==> config.mk <==
export PLATFORM = sky130hd
export DESIGN_NAME = prog_loader_flat
export DESIGN_NICKNAME = d
export VERILOG_FILES = /design/src/rtl/prog_loader_pkg.sv /design/src/rtl/prog_loader_if.sv /design/src/rtl/prog_loader_byte_packer.sv /design/src/rtl/prog_loader.sv /design/src/flat_wrapper.sv
export SDC_FILE = /design/constraint.sdc
export NUM_CORES = 1
export LEC_CHECK = 0
export BUFFER_PORTS_ARGS = -buffer_cell sky130_fd_sc_hd__buf_2
export CAP_MARGIN = 20
export CORE_MARGIN = 4
export CORE_UTILIZATION = 43
export DETAILED_ROUTE_END_ITERATION = 7
export SLEW_MARGIN = 25
export SYNTH_ARGS = -nofsm -noshare
export SYNTH_HDL_FRONTEND = slang
export SYNTH_SLANG_ARGS = --single-unit
==> constraint.sdc <==
create_clock -name clk -period 8.7 [get_ports clk]
set_input_delay 1.74 -clock clk [delete_from_list [all_inputs] [get_ports clk]]
set_output_delay 1.74 -clock clk [all_outputs]
set_load 0.01 [all_outputs]
==> src/rtl/prog_loader_pkg.sv <==
// Shared constants and types for the program loader and the program memory it feeds.
// Base address and depth live here so loader and memory cannot disagree.
package prog_loader_pkg;

  typedef enum logic [2:0] {
    ST_HDR,
    ST_DATA,
    ST_CSUM,
    ST_DONE,
    ST_ERR
  } state_e;

  localparam logic [31:0] PROG_BASE_ADDR      = 32'h8000_0000;
  localparam int unsigned PROG_CAPACITY_WORDS = 32768;
  localparam int unsigned LEN_W               = 32;
  localparam int unsigned WORD_IDX_W          = 15;

endpackage

==> src/rtl/prog_loader_if.sv <==
// Byte-stream input and program-memory write port of the loader, bundled together.
// master = host/bench side, slave = loader side.
interface prog_loader_if;
  logic        in_valid;
  logic [7:0]  in_data;
  logic        in_ready;
  logic        we;
  logic [31:0] waddr;
  logic [31:0] wdata;

  modport master (
    output in_valid, in_data,
    input  in_ready, we, waddr, wdata
  );

  modport slave (
    input  in_valid, in_data,
    output in_ready, we, waddr, wdata
  );
endinterface

==> src/rtl/prog_loader_byte_packer.sv <==
// Four-lane little-endian byte packer: emits a registered word plus a one-cycle
// word_ready pulse on the 4th byte or on a flush, zero-filling unused upper lanes.
module prog_loader_byte_packer (
  input  logic        clk,
  input  logic        rst_n,
  input  logic        push,
  input  logic        flush,
  input  logic [7:0]  data,
  output logic        word_ready,
  output logic [31:0] word
);

  logic [1:0]  lane_q, lane_d;
  logic [31:0] acc_q, acc_d;
  logic [31:0] word_q, word_d;
  logic        word_ready_q, word_ready_d;
  logic [31:0] merged;

  always_comb begin
    merged = acc_q;
    case (lane_q)
      2'd0:    merged[7:0]   = data;
      2'd1:    merged[15:8]  = data;
      2'd2:    merged[23:16] = data;
      default: merged[31:24] = data;
    endcase
  end

  // The accumulator is zeroed after every emitted word, which gives zero-fill on flush.
  always_comb begin
    lane_d       = lane_q;
    acc_d        = acc_q;
    word_d       = word_q;
    word_ready_d = 1'b0;
    if (push) begin
      if (lane_q == 2'd3 || flush) begin
        word_d       = merged;
        word_ready_d = 1'b1;
        acc_d        = '0;
        lane_d       = '0;
      end else begin
        acc_d  = merged;
        lane_d = lane_q + 2'd1;
      end
    end
  end

  always_ff @(posedge clk or negedge rst_n) begin
    if (!rst_n) begin
      lane_q       <= '0;
      acc_q        <= '0;
      word_q       <= '0;
      word_ready_q <= 1'b0;
    end else begin
      lane_q       <= lane_d;
      acc_q        <= acc_d;
      word_q       <= word_d;
      word_ready_q <= word_ready_d;
    end
  end

  assign word_ready = word_ready_q;
  assign word       = word_q;

endmodule

==> src/rtl/prog_loader.sv <==
// Framed byte-stream program loader: length header, payload packed into words and written
// to program memory, CPU held in reset until done. PROG_LOADER_CHECKSUM_EN adds a trailing sum byte.
module prog_loader
  import prog_loader_pkg::*;
#(
  parameter logic [31:0] BASE_ADDR      = PROG_BASE_ADDR,
  parameter int unsigned CAPACITY_WORDS = PROG_CAPACITY_WORDS
) (
  input  logic           clk,
  input  logic           rst_n,
  prog_loader_if.slave   bus,
  output logic           busy,
  output logic           done,
  output logic           err,
  output logic           cpu_rst_n
);

  localparam logic [LEN_W-1:0] MAX_LEN = LEN_W'(4 * CAPACITY_WORDS);

  state_e                 state_q, state_d;
  logic [1:0]             hdr_cnt_q, hdr_cnt_d;
  logic [LEN_W-1:0]       len_q, len_d;
  logic [31:0]            byte_cnt_q, byte_cnt_d;
  logic [WORD_IDX_W-1:0]  word_idx_q, word_idx_d;
  logic [31:0]            waddr_q, waddr_d;
  logic                   in_ready_q, in_ready_d;
  logic                   busy_q, busy_d;
  logic                   done_q, done_d;
  logic                   err_q, err_d;
  logic                   cpu_rst_n_q, cpu_rst_n_d;
`ifdef PROG_LOADER_CHECKSUM_EN
  logic [7:0]             sum_q, sum_d;
  logic [7:0]             csum_total;
`endif

  logic             xfer;
  logic             push;
  logic             last_byte;
  logic             word_done;
  logic [LEN_W-1:0] len_next;

  assign xfer      = bus.in_valid && in_ready_q;
  assign push      = xfer && (state_q == ST_DATA);
  assign last_byte = (byte_cnt_q == len_q - 32'd1);
  assign word_done = push && ((byte_cnt_q[1:0] == 2'b11) || last_byte);
  assign len_next  = {bus.in_data, len_q[LEN_W-1:8]};
`ifdef PROG_LOADER_CHECKSUM_EN
  assign csum_total = sum_q + bus.in_data;
`endif

  always_comb begin
    state_d    = state_q;
    hdr_cnt_d  = hdr_cnt_q;
    len_d      = len_q;
    byte_cnt_d = byte_cnt_q;
    word_idx_d = word_idx_q;
    waddr_d    = waddr_q;
`ifdef PROG_LOADER_CHECKSUM_EN
    sum_d      = sum_q;
`endif
    case (state_q)
      ST_HDR: begin
        if (xfer) begin
          len_d     = len_next;
          hdr_cnt_d = hdr_cnt_q + 2'd1;
          if (hdr_cnt_q == 2'd3) begin
            byte_cnt_d = '0;
            if (len_next > MAX_LEN) begin
              state_d = ST_ERR;
            end else if (len_next == '0) begin
`ifdef PROG_LOADER_CHECKSUM_EN
              state_d = ST_CSUM;
`else
              state_d = ST_DONE;
`endif
            end else begin
              state_d = ST_DATA;
            end
          end
        end
      end
      ST_DATA: begin
        if (push) begin
          byte_cnt_d = byte_cnt_q + 32'd1;
`ifdef PROG_LOADER_CHECKSUM_EN
          sum_d      = sum_q + bus.in_data;
`endif
          if (word_done) begin
            waddr_d    = BASE_ADDR + 32'({word_idx_q, 2'b00});
            word_idx_d = word_idx_q + 1'b1;
          end
          if (last_byte) begin
`ifdef PROG_LOADER_CHECKSUM_EN
            state_d = ST_CSUM;
`else
            state_d = ST_DONE;
`endif
          end
        end
      end
`ifdef PROG_LOADER_CHECKSUM_EN
      ST_CSUM: begin
        if (xfer) begin
          state_d = (csum_total == 8'd0) ? ST_DONE : ST_ERR;
        end
      end
`endif
      default: ;
    endcase
  end

  // done lags the DONE state by a cycle so it never coincides with the final write strobe.
  always_comb begin
    in_ready_d  = (state_d == ST_HDR) || (state_d == ST_DATA) || (state_d == ST_CSUM);
    busy_d      = in_ready_d;
    err_d       = (state_d == ST_ERR);
    done_d      = (state_q == ST_DONE);
    cpu_rst_n_d = done_d;
  end

  always_ff @(posedge clk or negedge rst_n) begin
    if (!rst_n) begin
      state_q     <= ST_HDR;
      hdr_cnt_q   <= '0;
      len_q       <= '0;
      byte_cnt_q  <= '0;
      word_idx_q  <= '0;
      waddr_q     <= BASE_ADDR;
      in_ready_q  <= 1'b0;
      busy_q      <= 1'b0;
      done_q      <= 1'b0;
      err_q       <= 1'b0;
      cpu_rst_n_q <= 1'b0;
`ifdef PROG_LOADER_CHECKSUM_EN
      sum_q       <= '0;
`endif
    end else begin
      state_q     <= state_d;
      hdr_cnt_q   <= hdr_cnt_d;
      len_q       <= len_d;
      byte_cnt_q  <= byte_cnt_d;
      word_idx_q  <= word_idx_d;
      waddr_q     <= waddr_d;
      in_ready_q  <= in_ready_d;
      busy_q      <= busy_d;
      done_q      <= done_d;
      err_q       <= err_d;
      cpu_rst_n_q <= cpu_rst_n_d;
`ifdef PROG_LOADER_CHECKSUM_EN
      sum_q       <= sum_d;
`endif
    end
  end

  prog_loader_byte_packer u_packer (
    .clk        (clk),
    .rst_n      (rst_n),
    .push       (push),
    .flush      (last_byte),
    .data       (bus.in_data),
    .word_ready (bus.we),
    .word       (bus.wdata)
  );

  assign bus.in_ready = in_ready_q;
  assign bus.waddr    = waddr_q;
  assign busy         = busy_q;
  assign done         = done_q;
  assign err          = err_q;
  assign cpu_rst_n    = cpu_rst_n_q;

endmodule

==> src/flat_wrapper.sv <==
// flat-port wrapper written by rule: the top's interface ports become plain ports
module prog_loader_flat import prog_loader_pkg::*;
#(
  parameter logic [31:0] BASE_ADDR      = PROG_BASE_ADDR,
  parameter int unsigned CAPACITY_WORDS = PROG_CAPACITY_WORDS
)
  (clk, rst_n, busy, done, err, cpu_rst_n, bus_in_valid, bus_in_data, bus_in_ready, bus_we, bus_waddr, bus_wdata);
  prog_loader_if bus_i ();
  input  logic clk;
  input  logic rst_n;
  output logic busy;
  output logic done;
  output logic err;
  output logic cpu_rst_n;
  input wire logic [$bits(bus_i.in_valid)-1:0] bus_in_valid;
  input wire logic [$bits(bus_i.in_data)-1:0] bus_in_data;
  output wire logic [$bits(bus_i.in_ready)-1:0] bus_in_ready;
  output wire logic [$bits(bus_i.we)-1:0] bus_we;
  output wire logic [$bits(bus_i.waddr)-1:0] bus_waddr;
  output wire logic [$bits(bus_i.wdata)-1:0] bus_wdata;
  assign bus_i.in_valid = bus_in_valid;
  assign bus_i.in_data = bus_in_data;
  assign bus_in_ready = bus_i.in_ready;
  assign bus_we = bus_i.we;
  assign bus_waddr = bus_i.waddr;
  assign bus_wdata = bus_i.wdata;
  prog_loader #(.BASE_ADDR(BASE_ADDR), .CAPACITY_WORDS(CAPACITY_WORDS)) u_core (.clk(clk), .rst_n(rst_n), .bus(bus_i), .busy(busy), .done(done), .err(err), .cpu_rst_n(cpu_rst_n));
endmodule
==> flow_summary.ini <==
[worst_hold_path]
hp-start = u_core.word_idx_q[14]
hold_path_class = register to register

[logic_synthesis]
async_reset_ff_share_pct = 100.0
yosys_warnings = 0
synth_top_family_by_area = simple AND/OR/NAND/NOR gates
synth_edf_count = 0
synth.area.mux_share_pct = 8.515
netlist_area_um2 = 8787
syn-instance-count = 866
synth_adder_area_share_pct = 1.139
synth_flop_cell = dfrtp_1
ys_seq_elements = 169
syn_avg_cell_area_um2 = 10.15
synthXorXnorAreaFrac_pct = 7.675
yosysSeqAreaShare_pct = 48.13
synth_compound_area_share_pct = 13.36
yosys.area_share.simple_pct = 15.61
synth.distinct_cells = 65

[status]
status = complete, no violations

[pwr]
power.leakage_nw = 4.551
power_density_nw_per_um2 = 233.9
ir_worst_vdd_uv = 134.4

[sta]
fmax_mhz = 217.4
fin_crit_sh_pct = 52.88
max-slew-margin-rel_pct = 37.47
hold_viol = 0
tns_ns = 0
finClkSkew_ns = 0.01473
period_minus_slack_ns = 4.601
worst_slew_pin_slew_ns = 0.9379
final-setup-viol-count = 0
drv_slew = 0
setup_slack_ns = 4.099
rsz0062_at_grt = no

[worst_setup_path]
worstPathRequired_ns = 9.01
crit_type = register to register
crit_buf_inv = 0
max_stage_delay_ns = 0.83
cp_top_family = simple AND/OR/NAND/NOR gates
r2r_start = u_core.len_q[4]
critical_path.startpoint = u_core.len_q[4]
path_cells = or4_1, or4_1, o41a_1, a211oi_1, nand4b_1, or2_1, o31ai_4, mux2_2
start_kind = register
arrival_ns = 4.92
critPathSlowestCell = o31ai_4
end_kind = register
crit_top_cell = or4_1
cp_max_fo = 19

[die]
core_area_um2 = 20170
die_x_um = 151.0
ioPinCount = 81
fp.dieArea_um2 = 22790
initial_core_util_pct = 43.57
dieHeight_um = 151.0
fp-row-count = 52

[routing]
vias = 6380
ant_nets = 0
wirelength_um = 20590
drc_errors = 0
drt_iter0_drc = 410
via_per_inst = 5.439
wl_per_cell_um = 17.55
dr.pass1.iters = 5

[place]
post-place-ws_ns = 4.109
dp_cells = 1141
hpwl_um = 13720
routabilityCongestion = 0.8901
portBuffers = 63
placed_cell_area_um2 = 9176

[final_layout]
fillerInstances = 1818
n_antenna_cell = 0
layout-drive-gt1-share_pct = 17.50
seq_area_um2 = 4229
fin_cells = 1173
final_nets = 909
area_growth_pct = 11.42
multi_input_area_um2 = 4149
final_area_um2 = 9791
final_util_pct = 48.54

[global_route]
grt_pass1_wl_um = 33790
grt_use_total_pct = 18.71
antenna_found_initial = 1
grt_pass1_vias = 6212
grt_overflow_total = 0
grt_max_degree = 72

[clocking]
insertion_delay_ns = 0.44
holdBufCountCts = 0
clk_pin_slew_ns = 0.07
cts_made_buffers = 17
ctsResizeCount = 0
root_buffer = clkbuf_16
htreeDepth = 4
cts.path.max_buffers = 2
cts_tree = built
cts_setup_buffers = 0
clock_sinks = 169

[run]
drv_cap = 0
==> cell usage in the layout (no fill, tap or decap), types with 5 or more instances in the layout <==
cell,netlist,routed
o22ai_1,5,5
buf_4,20,8
a211oi_1,5,5
nor2b_1,23,22
o21ai_0,22,22
a211o_1,5,5
nor4_1,13,13
clkinv_8,0,6
or3_1,11,11
a22o_1,14,14
or4_1,10,10
a21oi_1,85,85
conb_1,2,17
nor2_1,51,51
nand2_1,42,42
or2_2,8,8
a31oi_1,12,12
xor2_1,53,53
inv_1,21,21
and3_1,14,14
xnor2_1,24,24
nand3_1,24,24
o32ai_1,5,5
buf_2,14,62
and2_1,7,6
ha_1,8,8
dfrtp_1,169,169
mux2_2,39,39
o31ai_1,8,7
nor3_1,18,18
mux2_1,7,7
mux2i_1,23,23
clkbuf_16,0,17
nand4_1,11,11
==> registers in the layout (all words and copies together) (netlist names) <==
name	cells
u_core.word_idx_q	15
u_core.byte_cnt_q	32
u_core.u_packer.word	32
u_core.u_packer.word_ready	1
u_core.bus.in_ready	1
u_core.done	1
u_core.bus.waddr	15
u_core.u_packer.acc_q	32
u_core.state_q	3
u_core.u_packer.lane_q	2
u_core.err	1
u_core.len_q	32
u_core.hdr_cnt_q	2
==> worst paths after layout <==
check / to / slack (ns) / depth (start not counted)
min reg2reg: u_core.word_idx_q[14] / 0.47 / 1
max: u_core.bus.waddr[7] / 4.10 / 8
max in group asynchronous: u_core.bus.waddr[12] / 6.16 / 2
min in group asynchronous: u_core.byte_cnt_q[17] / 1.25 / 1
max reg2reg: u_core.bus.waddr[7] / 4.10 / 8
min: u_core.word_idx_q[14] / 0.47 / 1
==> area by class of cell <==
type	count	share of cell area (%)
Multi-Input combinational cell	610	42.38
Timing Repair Buffer	71	3.898
Clock inverter	15	1.930
Clock buffer	17	4.345
Sequential cell	169	43.19
Tap cell	270	3.450
Inverter	21	0.8051
==> through the flow <==
step / power [W] / hold WS, ns
floorplan: 0.001393 / 0.4362
CTS: 0.002307 / 0.4717
global route: 0.002409 / 0.4789
detailed placement: 0.001524 / 0.4567
global placement: 0.001520 / 0.4538
finish: 0.002290 / 0.4699
==> power by group <==
part	internal [W]	leakage, nW	switching [W]
Combinational	0.000224	1.99	0.000248
Sequential	0.000877	2.27	0.000166
Clock	0.000392	0.297	0.000381
==> logic make-up (layout without fill, tap and decap cells) <==
family / count (synthesis) / in the layout
mux: 69 / 69
fa+ha+maj: 8 / 8
buf+inv: 102 / 124
compound gates: 186 / 186
flops: 169 / 169
simple gates: 253 / 253
other cells: 2 / 17
xor+xnor: 77 / 77
==> routing by layer <==
| metal | routed length, um | track usage [%] | vias to the layer above |
|---|---|---|---|
| met5 | 7 | 0 | - |
| li1 | - | - | 3099 |
| met1 | 9974 | 26.98 | 3131 |
| met3 | 815 | 4.159 | 24 |
| met2 | 9532 | 28.76 | 124 |
| met4 | 257 | 4.624 | 2 |
==> Yosys cell counts (all sizes together) (3+ instances only) <==
| cell type | instances | area share [%] |
|---|---|---|
| a211o | 5 | 0.50 |
| a211oi | 5 | 0.43 |
| a21oi | 85 | 4.8 |
| a22o | 14 | 1.4 |
| a31oi | 12 | 0.85 |
| and2 | 7 | 0.50 |
| and3 | 14 | 1.0 |
| and4 | 4 | 0.40 |
| buf | 39 | 2.8 |
| clkbuf | 42 | 1.8 |
| dfrtp | 169 | 48 |
| ha | 8 | 1.1 |
| inv | 21 | 0.90 |
| mux2 | 46 | 5.9 |
| mux2i | 23 | 2.6 |
| nand2 | 42 | 1.8 |
| nand3 | 24 | 1.4 |
| nand4 | 11 | 0.78 |
| nand4b | 3 | 0.30 |
| nor2 | 51 | 2.2 |
| nor2b | 23 | 1.6 |
| nor3 | 18 | 1.0 |
| nor3b | 3 | 0.26 |
| nor4 | 14 | 1.2 |
| o21ai | 24 | 1.4 |
| o22ai | 5 | 0.36 |
| o311a | 4 | 0.46 |
| o31ai | 9 | 0.93 |
| o32ai | 5 | 0.50 |
| or2 | 9 | 0.64 |
| or3 | 11 | 0.78 |
| or4 | 11 | 0.98 |
| xnor2 | 24 | 2.4 |
| xor2 | 53 | 5.3 |
No activity file was read; power rests on OpenSTA's default activity.
